File: config.mk
export PLATFORM = sky130hd
export DESIGN_NAME = pipe_ctrl
export DESIGN_NICKNAME = d
export VERILOG_FILES = /design/src/rtl/pipe_pkg.sv /design/src/rtl/hazard_detect.sv /design/src/rtl/pipe_ctrl.sv
export SDC_FILE = /design/constraint.sdc
export NUM_CORES = 1
export LEC_CHECK = 0
export BUFFER_PORTS_ARGS = -buffer_cell sky130_fd_sc_hd__buf_4
export CAP_MARGIN = 30
export CORE_MARGIN = 5
export CORE_UTILIZATION = 53
export DETAILED_ROUTE_END_ITERATION = 10
export GPL_ROUTABILITY_DRIVEN = 0
export PLACE_DENSITY = 0.83
export SLEW_MARGIN = 15
export SYNTH_ARGS = -nofsm -noshare
export SYNTH_HDL_FRONTEND = slang
export SYNTH_SLANG_ARGS = --single-unit
File: constraint.sdc
create_clock -name clk -period 2.5 [get_ports clk]
set_input_delay 0.25 -clock clk [delete_from_list [all_inputs] [get_ports clk]]
set_output_delay 0.25 -clock clk [all_outputs]
set_load 0.1 [all_outputs]
File: src/rtl/pipe_pkg.sv
// Shared types, constants and control-word helpers for the five-stage
// pipeline controller and its hazard logic.
package pipe_pkg;

    localparam int REG_W           = 5;
    localparam int MEM_TIMEOUT_DEF = 16;

    typedef enum logic [1:0] {
        ST_RUN      = 2'd0,
        ST_MEM_WAIT = 2'd1,
        ST_HALT     = 2'd2
    } pipe_state_e;

    // One bit per pipeline-buffer control; EXE_MEM deliberately has no clear.
    typedef struct packed {
        logic pc_go;
        logic if_id_go;
        logic if_id_clear;
        logic id_exe_go;
        logic id_exe_clear;
        logic exe_mem_go;
        logic mem_wb_go;
        logic mem_wb_clear;
    } pipe_ctrl_t;

    localparam pipe_ctrl_t CTRL_NONE = 8'h00;

    function automatic pipe_ctrl_t ctrl_all_go();
        pipe_ctrl_t c;
        c            = CTRL_NONE;
        c.pc_go      = 1'b1;
        c.if_id_go   = 1'b1;
        c.id_exe_go  = 1'b1;
        c.exe_mem_go = 1'b1;
        c.mem_wb_go  = 1'b1;
        return c;
    endfunction

    function automatic pipe_ctrl_t ctrl_bubble();
        pipe_ctrl_t c;
        c              = CTRL_NONE;
        c.mem_wb_go    = 1'b1;
        c.mem_wb_clear = 1'b1;
        return c;
    endfunction

    function automatic pipe_ctrl_t ctrl_flush(input pipe_ctrl_t base);
        pipe_ctrl_t c;
        c              = base;
        c.if_id_clear  = 1'b1;
        c.id_exe_clear = 1'b1;
        return c;
    endfunction

    // Hold PC and IF/ID, push a bubble into ID/EXE so the load can complete.
    function automatic pipe_ctrl_t ctrl_load_stall(input pipe_ctrl_t base);
        pipe_ctrl_t c;
        c              = base;
        c.pc_go        = 1'b0;
        c.if_id_go     = 1'b0;
        c.id_exe_clear = 1'b1;
        return c;
    endfunction

endpackage

File: src/rtl/hazard_detect.sv
// Load-use hazard detection between the instruction in ID and a load in EXE.
module hazard_detect
    import pipe_pkg::*;
(
    input  logic [REG_W-1:0] id_rs,
    input  logic [REG_W-1:0] id_rt,
    input  logic             id_uses_rs,
    input  logic             id_uses_rt,
    input  logic [REG_W-1:0] exe_rd,
    input  logic             exe_mem_read,
    output logic             load_use
);

    logic rs_hit_s;
    logic rt_hit_s;

    assign rs_hit_s = id_uses_rs & (id_rs == exe_rd);
    assign rt_hit_s = id_uses_rt & (id_rt == exe_rd);

    // Register zero is hard-wired, so a load targeting it never creates a hazard.
    assign load_use = exe_mem_read & (exe_rd != REG_W'(0)) & (rs_hit_s | rt_hit_s);

endmodule

File: src/rtl/pipe_ctrl.sv
// Pipeline controller: buffer go/clear generation, memory-wait timeout,
// halt/resume handling and performance counters.
module pipe_ctrl
    import pipe_pkg::*;
#(
    parameter int CNT_W       = 32,
    parameter int MEM_TIMEOUT = MEM_TIMEOUT_DEF
) (
    input  logic             clk,
    input  logic             rst_n,
    input  logic [REG_W-1:0] id_rs,
    input  logic [REG_W-1:0] id_rt,
    input  logic             id_uses_rs,
    input  logic             id_uses_rt,
    input  logic [REG_W-1:0] exe_rd,
    input  logic             exe_mem_read,
    input  logic             exe_branch_taken,
    input  logic             mem_halt,
    input  logic             mem_busy,
    input  logic             resume,
    output logic             pc_go,
    output logic             if_id_go,
    output logic             if_id_clear,
    output logic             id_exe_go,
    output logic             id_exe_clear,
    output logic             exe_mem_go,
    output logic             mem_wb_go,
    output logic             mem_wb_clear,
    output logic             halted,
    output logic             mem_fault,
    output logic [CNT_W-1:0] cycle_cnt,
    output logic [CNT_W-1:0] stall_cnt,
    output logic [CNT_W-1:0] flush_cnt
);

    localparam int                WAIT_W     = $clog2(MEM_TIMEOUT + 1);
    localparam logic [WAIT_W-1:0] WAIT_ZERO  = WAIT_W'(0);
    localparam logic [WAIT_W-1:0] WAIT_ONE   = WAIT_W'(1);
    localparam logic [WAIT_W-1:0] WAIT_LIMIT = WAIT_W'(MEM_TIMEOUT);
    localparam logic [CNT_W-1:0]  CNT_ZERO   = CNT_W'(0);
    localparam logic [CNT_W-1:0]  CNT_ONE    = CNT_W'(1);

    pipe_state_e       state_r;
    logic [WAIT_W-1:0] wait_cnt_r;
    logic              mem_fault_r;
    logic              halted_r;
    logic [CNT_W-1:0]  cycle_cnt_r;
    logic [CNT_W-1:0]  stall_cnt_r;
    logic [CNT_W-1:0]  flush_cnt_r;

    logic              load_use_s;

    pipe_ctrl_t        run_ctrl_s;
    pipe_state_e       run_next_s;
    logic [WAIT_W-1:0] run_wait_s;
    logic              run_stall_s;
    logic              run_flush_s;

    pipe_ctrl_t        ctrl_s;
    pipe_state_e       state_nxt_s;
    logic [WAIT_W-1:0] wait_nxt_s;
    logic [WAIT_W-1:0] wait_inc_s;
    logic              fault_set_s;
    logic              stall_inc_s;
    logic              flush_inc_s;

    hazard_detect u_hazard_detect (
        .id_rs        (id_rs),
        .id_rt        (id_rt),
        .id_uses_rs   (id_uses_rs),
        .id_uses_rt   (id_uses_rt),
        .exe_rd       (exe_rd),
        .exe_mem_read (exe_mem_read),
        .load_use     (load_use_s)
    );

    // Normal-operation decision, shared by RUN and by MEM_WAIT once memory is ready.
    always_comb begin
        run_ctrl_s  = ctrl_all_go();
        run_next_s  = ST_RUN;
        run_wait_s  = WAIT_ZERO;
        run_stall_s = 1'b0;
        run_flush_s = 1'b0;
        if (mem_halt) begin
            run_ctrl_s           = CTRL_NONE;
            run_ctrl_s.mem_wb_go = 1'b1;
            run_next_s           = ST_HALT;
        end else if (mem_busy) begin
            // The entry bubble counts as a stall cycle like every later wait cycle.
            run_ctrl_s  = ctrl_bubble();
            run_next_s  = ST_MEM_WAIT;
            run_wait_s  = WAIT_ONE;
            run_stall_s = 1'b1;
        end else if (exe_branch_taken) begin
            run_ctrl_s  = ctrl_flush(ctrl_all_go());
            run_flush_s = 1'b1;
        end else if (load_use_s) begin
            run_ctrl_s  = ctrl_load_stall(ctrl_all_go());
            run_stall_s = 1'b1;
        end else begin
            run_ctrl_s  = ctrl_all_go();
        end
    end

    // Per-state control outputs, next state and counter-increment requests.
    always_comb begin
        ctrl_s      = CTRL_NONE;
        state_nxt_s = state_r;
        wait_nxt_s  = wait_cnt_r;
        wait_inc_s  = wait_cnt_r + WAIT_ONE;
        fault_set_s = 1'b0;
        stall_inc_s = 1'b0;
        flush_inc_s = 1'b0;
        if (!rst_n) begin
            ctrl_s      = CTRL_NONE;
            state_nxt_s = ST_RUN;
            wait_nxt_s  = WAIT_ZERO;
        end else begin
            case (state_r)
                ST_RUN: begin
                    ctrl_s      = run_ctrl_s;
                    state_nxt_s = run_next_s;
                    wait_nxt_s  = run_wait_s;
                    stall_inc_s = run_stall_s;
                    flush_inc_s = run_flush_s;
                end
                ST_MEM_WAIT: begin
                    if (mem_busy) begin
                        ctrl_s      = ctrl_bubble();
                        stall_inc_s = 1'b1;
                        wait_nxt_s  = wait_inc_s;
                        if (wait_inc_s == WAIT_LIMIT) begin
                            fault_set_s = 1'b1;
                            state_nxt_s = ST_HALT;
                        end else begin
                            state_nxt_s = ST_MEM_WAIT;
                        end
                    end else begin
                        ctrl_s      = run_ctrl_s;
                        state_nxt_s = run_next_s;
                        wait_nxt_s  = run_wait_s;
                        stall_inc_s = run_stall_s;
                        flush_inc_s = run_flush_s;
                    end
                end
                ST_HALT: begin
                    if (resume && !mem_fault_r) begin
                        // Restart cycle: the halting instruction in MEM_WB is squashed.
                        state_nxt_s = ST_RUN;
                        wait_nxt_s  = WAIT_ZERO;
                        if (exe_branch_taken) begin
                            ctrl_s      = ctrl_flush(ctrl_all_go());
                            flush_inc_s = 1'b1;
                        end else if (load_use_s) begin
                            ctrl_s      = ctrl_load_stall(ctrl_all_go());
                            stall_inc_s = 1'b1;
                        end else begin
                            ctrl_s      = ctrl_all_go();
                        end
                        ctrl_s.mem_wb_clear = 1'b1;
                    end else begin
                        ctrl_s      = CTRL_NONE;
                        state_nxt_s = ST_HALT;
                    end
                end
                default: begin
                    ctrl_s      = CTRL_NONE;
                    state_nxt_s = ST_RUN;
                    wait_nxt_s  = WAIT_ZERO;
                end
            endcase
        end
    end

    // Controller state, sticky fault flag and performance counters.
    always_ff @(posedge clk or negedge rst_n) begin
        if (!rst_n) begin
            state_r     <= ST_RUN;
            wait_cnt_r  <= WAIT_ZERO;
            mem_fault_r <= 1'b0;
            halted_r    <= 1'b0;
            cycle_cnt_r <= CNT_ZERO;
            stall_cnt_r <= CNT_ZERO;
            flush_cnt_r <= CNT_ZERO;
        end else begin
            state_r    <= state_nxt_s;
            wait_cnt_r <= wait_nxt_s;
            halted_r   <= (state_nxt_s == ST_HALT);
            if (fault_set_s) begin
                mem_fault_r <= 1'b1;
            end
            if (state_r != ST_HALT) begin
                cycle_cnt_r <= cycle_cnt_r + CNT_ONE;
            end
            if (stall_inc_s) begin
                stall_cnt_r <= stall_cnt_r + CNT_ONE;
            end
            if (flush_inc_s) begin
                flush_cnt_r <= flush_cnt_r + CNT_ONE;
            end
        end
    end

    assign pc_go        = ctrl_s.pc_go;
    assign if_id_go     = ctrl_s.if_id_go;
    assign if_id_clear  = ctrl_s.if_id_clear;
    assign id_exe_go    = ctrl_s.id_exe_go;
    assign id_exe_clear = ctrl_s.id_exe_clear;
    assign exe_mem_go   = ctrl_s.exe_mem_go;
    assign mem_wb_go    = ctrl_s.mem_wb_go;
    assign mem_wb_clear = ctrl_s.mem_wb_clear;
    assign halted       = halted_r;
    assign mem_fault    = mem_fault_r;
    assign cycle_cnt    = cycle_cnt_r;
    assign stall_cnt    = stall_cnt_r;
    assign flush_cnt    = flush_cnt_r;

endmodule

# Word level (Yosys, flattened, before mapping)
# Index checks and enable logic that the tools add are counted.
dict set report totals {
  input_bits 24
  regBits 105
  output_inout_bits 106
  word_cells 68
}
dict set report op_classes {
  n_eq_ne 8
  n_bitwise 5
  muxes 40
  add_sub_neg 4
  n_reduce_logical 4
}
# operator n
set ops {}
lappend ops {{32-bit by 1-bit adder with 32-bit output (second input constant)} 3}
lappend ops {{8-bit 2-to-1 mux} 7}
lappend ops {{8-bit case mux with 3 select lines} 1}
lappend ops {{5-bit 2-to-1 mux} 4}
lappend ops {{1-bit 2-to-1 mux} 19}
lappend ops {{5-bit case mux with 3 select lines} 1}
lappend ops {{5-bit equality test} 2}
lappend ops {{2-bit 2-to-1 mux} 5}
lappend ops {{1-bit case mux with 3 select lines} 2}
lappend ops {{2-bit case mux with 3 select lines} 1}
lappend ops {{5-bit by 1-bit adder with 5-bit output (second input constant)} 1}
lappend ops {{5-bit equality test (second input constant)} 1}
lappend ops {{5-bit nonzero test} 1}
lappend ops {{1-bit AND} 4}
lappend ops {{2-bit equality test (second input constant)} 2}
lappend ops {{3-bit inequality test (second input constant)} 1}
lappend ops {{2-bit by 1-bit equality test with 1-bit output (second input constant)} 1}
lappend ops {{2-bit logical NOT} 1}
lappend ops {{2-bit inequality test (second input constant)} 1}
lappend ops {{1-bit logical AND} 1}
lappend ops {{1-bit logical NOT} 1}
lappend ops {{1-bit OR} 1}

# Depth between registers and ports, before layout
dict set report logic_depth {
  ltp_word 11
  mapped_depth 9
  ltp_nobuf 8
}

# Hierarchy
# A second synthesis with hierarchy kept.
dict set report unflattened {
  hier_cells 492
  hier_area_um2 5353.9
}
# module seq_area_each_um2 n_inst cells_each area_each_um2
set by_module_without_submodules {}
lappend by_module_without_submodules {pipe_ctrl 2627.5 1 475 5220.0}
lappend by_module_without_submodules {hazard_detect 0.0 1 17 133.9}

# Worst setup path before layout
# Ideal clock, no wire load.
dict set report synth_path {
  path_kind {reg2out}
  startpoint {register mem_fault_r (netlist: mem_fault)}
  endpoint {output port pc_go}
  setup_slack_ps -1080
  arrival_ps 3330
  required_ps 2250
  n_path_buf 1
  path_stages_with_launch 5
  cell_sequence {dfrtp_1 -> nand2b_1 -> o21a_1 -> a21oi_1 -> buf_4}
}
dict set report synth_via {
  elab_chain_len 5
}
# element line_no
set synth_rtl {}
lappend synth_rtl {{start, declared} pipe_ctrl.sv:45} ;# logic mem_fault_r;
lappend synth_rtl {{start signal, assigned} pipe_ctrl.sv:180} ;# mem_fault_r <= 1'b0;
lappend synth_rtl {{start signal, assigned} pipe_ctrl.sv:190} ;# mem_fault_r <= 1'b1;
lappend synth_rtl {{1-bit logical NOT} pipe_ctrl.sv:147} ;# if (resume && !mem_fault_r) begin
lappend synth_rtl {{1-bit logical AND} pipe_ctrl.sv:147}
lappend synth_rtl {{8-bit 2-to-1 mux} pipe_ctrl.sv:147}
lappend synth_rtl {{8-bit case mux with 3 select lines} pipe_ctrl.sv:119} ;# case (state_r)
lappend synth_rtl {{8-bit 2-to-1 mux} pipe_ctrl.sv:114} ;# if (!rst_n) begin
lappend synth_rtl {{end, declared} pipe_ctrl.sv:21} ;# output logic pc_go,
# No other way between the ends.

# Final worst setup path
dict set report layout_path {
  startpoint {input port rst_n}
  endpoint {output port id_exe_clear}
}
dict set report layout_via {
  elab_chain_len 1
}
# element line_no
set layout_rtl {}
lappend layout_rtl {{start, declared} pipe_ctrl.sv:10} ;# input logic rst_n,
lappend layout_rtl {{8-bit 2-to-1 mux} pipe_ctrl.sv:114}
lappend layout_rtl {{end, declared} pipe_ctrl.sv:25} ;# output logic id_exe_clear,
# No other way between the ends.

==> metrics.md <==
| Metric | Value |
|---|---|
| Synth Cell Area | 5070 um2 |
| Final Hold Viols | 0 |
| Xor-xnor portion of the synthesized cell area | roughly 18% |
| P per Cell Area | ~740 nW/um2 |
| Synth top area share | about half |
| Hold Slack | about 230 ps |
| Worst Skew | about 14 ps |
| Die Width | between 100 and 150 um |
| Clock slew at reported path FFs | approximately 100 ps |
| Vias per inst | 5.36 |
| Syn avg cell area | between 10 and 15 um2 |
| Crit. End Element | output port |
| Diode count | 0 |
| Post-synthesis adder-cell area fraction | less than 1% |
| Total global routing overflow | 0 |
| DR pass1 iterations | 4 |
| Max Used Layer | met4 |
| Worst-Skew Late Latency | around 370 ps |
| Share of layout cells above drive strength 1 | 33.1% |
| Worst min-delay path category | input pin to flip-flop |
| Hold EP | wait_cnt_r[2]$_DFFE_PN0P_ |
| Final Max Tran Viols | 0 |
| Start point of the worst hold path | mem_busy |
| Top cells by area, synth | dfrtp_1, xnor2_1, xor2_1, nand2_1, nand3_1 |
| Hold path depth | 3 |
| Drt wl/cell | approximately 16 um |
| Iter 0 DRT Violations | 150 |
| FMAX | slightly above 400 MHz |
| Clock root buffer | clkbuf_8 |
| Post-CTS Setup Inserts | 0 |
| Largest net degree at the start of global routing | between 60 and 70 |
| Metal3 WL | roughly 850 um |
| Mux cell area share after synthesis | less than 1% |
| Initial antenna violation count | 0 |
| Die Ht | about 110 um |
| Post-DP HPWL | ~8900 um |
| CTS tree | yes |
| Footprint of the multi-input gates | 2370 um2 |
| Post-route DRC | 0 |
| Max-cap viol count | 0 |
| Critical path class | input pin to output port |
| Vias in the first global route | roughly 4,000 |
| IO Pins | 130 |
| GRT Total Usage | between 20% and 30% |
| Peak supply drop | slightly above 1 mV |
| Worst Path Arrival | roughly 2200 ps |
| Relative slew margins | around 46% |
| Register area share after synthesis | 51.8% |
| RSZ-0062 raised after global routing | true |
| Placed inst area | ~6300 um2 |
| Mapped Cells | between 400 and 500 |
| Yosys cell types | slightly above 50 |
| Simple-Gate Fraction of Synth Area | a little under a quarter |
| First-pass GRT wire length | between 15,000 and 20,000 um |
| Largest family of logic cells by synthesized area | simple AND/OR/NAND/NOR gates |
| Reg area | about 2700 um2 |
| Number of enable flip-flop cells after synthesis | 0 |
| Yosys reg bits | 105 |
| Crit path time final | roughly 2400 ps |
| Clk buf depth | 2 |
| Reg2reg path depth | 6 |
| Initial core utilization | a little over half |
| Compound-cell area share of the yosys netlist | 3.70% |
| Post-Syn Nets | 491 |
| Most frequent CP cell | o21a_2 |
| Net count reported at finish | ~640 |
| Final setup viols | 0 |
| Worst Path Required | about 2300 ps |
| Ys Warns | 0 |
| FILL cells | roughly 700 |
| CTS Buf Count | 9 |
| H-Tree Depth | 3 |
| Core area | around 9300 um2 |
| Async SR Flop Fraction | 100% |
| CP peak stage delay | roughly 550 ps |
| Crit share post-route | between 90 and 100% |
| Area delta synth->final | 28.6% |
| CTS sink cnt | 105 |
| Die area | 11,600 um2 |
| R2R Path End | stall_cnt[25]$_DFFE_PN0P_ |
| R2R Setup Slk | around 240 ps |
| Most frequent cell after synthesis | dfrtp_1 |
| Vias | 3,979 |
| Critical R2R Launch | mem_fault$_DFFE_PN0P_ |
| Outcome | finished, final reports clean |
| Area leader, netlist | dfrtp_1 |
| Port Buf Inserts | around 130 |
| Worst-Margin Slew | between 800 and 900 ps |
| M1 WL | 5160 um |
| Final ANT Viol Nets | 0 |
| Metal2 WL | around 5700 um |
| Slowest-stage cell, CP | dlygate4sd3_1 |
| Most common flop cell mapped by yosys | dfrtp_1 |
| CP max FO | 8 |
| Leak Pwr | about 3.2 nW |
| Worst setup SP type | input pin |
| Final Cell Area | around 6500 um2 |
| Crit path cell chain | dlygate4sd3_1, buf_4, or4b_1, o21a_2, clkinvlp_4, o21a_2, buf_8 |
| Standard-cell rows | 35 |
| WL final | ~12,000 um |
| Post-synth top cells | dfrtp_1, xnor2_1, nand2_1, xor2_1, nand3_1 |
-- power by group --
group,switching (mW),total (mW),internal [mW]
sequential,0.198,2.04,1.84
combinational,1.37,1.76,0.389
clock,0.609,1.02,0.409
total,2.17,4.82,2.64
-- layer usage --
layer,vias up,global-route usage [%]
li1,1887,-
met2,137,33.4
met5,-,0
met3,21,4.44
met4,0,5.95
met1,1934,29.0
-- timing repair --
item                                    4_1_cts  5_1_grt
gates resized for setup                       0        3
hold buffers                                  1        0
hold endpoints to repair                     41        0
endpoints found under the setup margin        0        4
-- critical path: cells and delay by family --
family	cells	cell delay [ps]
buffers and inverters	4	1070
AND/OR/NAND/NOR	1	480
AO/OA/AOI/OAI	2	380
-- cells by family after synthesis --
kind of cell | after synthesis
buffers and inverters | 21
DFF | 105
adders and majority gates | 4
xor gates and xnor gates | 105
and+or+nand+nor | 203
muxes | 2
AOI/OAI and AO/OA | 23
-- through the flow --
| step | instances | worst slack, ps | utilization (%) | setup TNS [ps] | total power, mW |
|---|---|---|---|---|---|
| finish | 742 | 63.3 | 70.2 | 0 | 4.82 |
| global route | 742 | -8.00 | 70.2 | -13.1 | 5.02 |
| CTS | 742 | 9.33 | 70.1 | 0 | 4.84 |
| detailed placement | 725 | 280 | 68.0 | 0 | 3.83 |
| global placement | 725 | 321 | 68.0 | 0 | 3.80 |
| floorplan | 463 | -36.3 | - | -36.3 | 3.39 |
-- flip-flops by register name, indices dropped and copies added, names as in the netlist --
signal / count
wait_cnt_r: 5
stall_cnt: 32
cycle_cnt: 32
flush_cnt: 32
halted: 1
mem_fault: 1
state_r: 2
-- placed cells by master, fill, tap and decap left out, types with 2 or more instances in the layout --
master / count
o21ai_1: 2
xor2_1: 37
nand3_1: 32
a21o_1: 2
dfrtp_2: 19
and2_1: 3
buf_4: 139
o211a_1: 2
or3_1: 3
nor3_1: 9
nor4_1: 9
inv_1: 11
o21ai_0: 6
clkbuf_8: 10
nand2b_1: 6
nand2_1: 46
ha_1: 4
mux2_2: 2
nand4_1: 25
clkinv_4: 2
nor3b_2: 2
and3_1: 16
nor4b_1: 2
xnor2_1: 68
nor2b_1: 4
nor2_1: 20
inv_6: 2
o21a_2: 2
nor4_2: 4
nor2_2: 2
dfrtp_1: 85
and4_1: 8
-- final cells by class --
cell class                 count  share of cell area, %
clock buffer                  11                   2.17
inverter                      13                  0.998
sequential                   105                   40.7
timing repair buffer         142                   16.6
clock inverter                 5                  0.710
multi-input combinational    337                   36.4
tap                          129                   2.48
-- how the worst max path moves through the flow --
stage,from,to,slack (ps),cells after the start
after floorplan,exe_rd[1],pc_go,-40,6
after global placement,exe_rd[1],pc_go,320,7
after detailed placement,mem_fault$_DFFE_PN0P_,stall_cnt[25]$_DFFE_PN0P_,280,6
after CTS,rst_n,id_exe_clear,9,7
after global routing,rst_n,flush_cnt[31]$_DFFE_PN0P_,-8,9
final,rst_n,id_exe_clear,60,7
(Power assumes the default switching activity.)
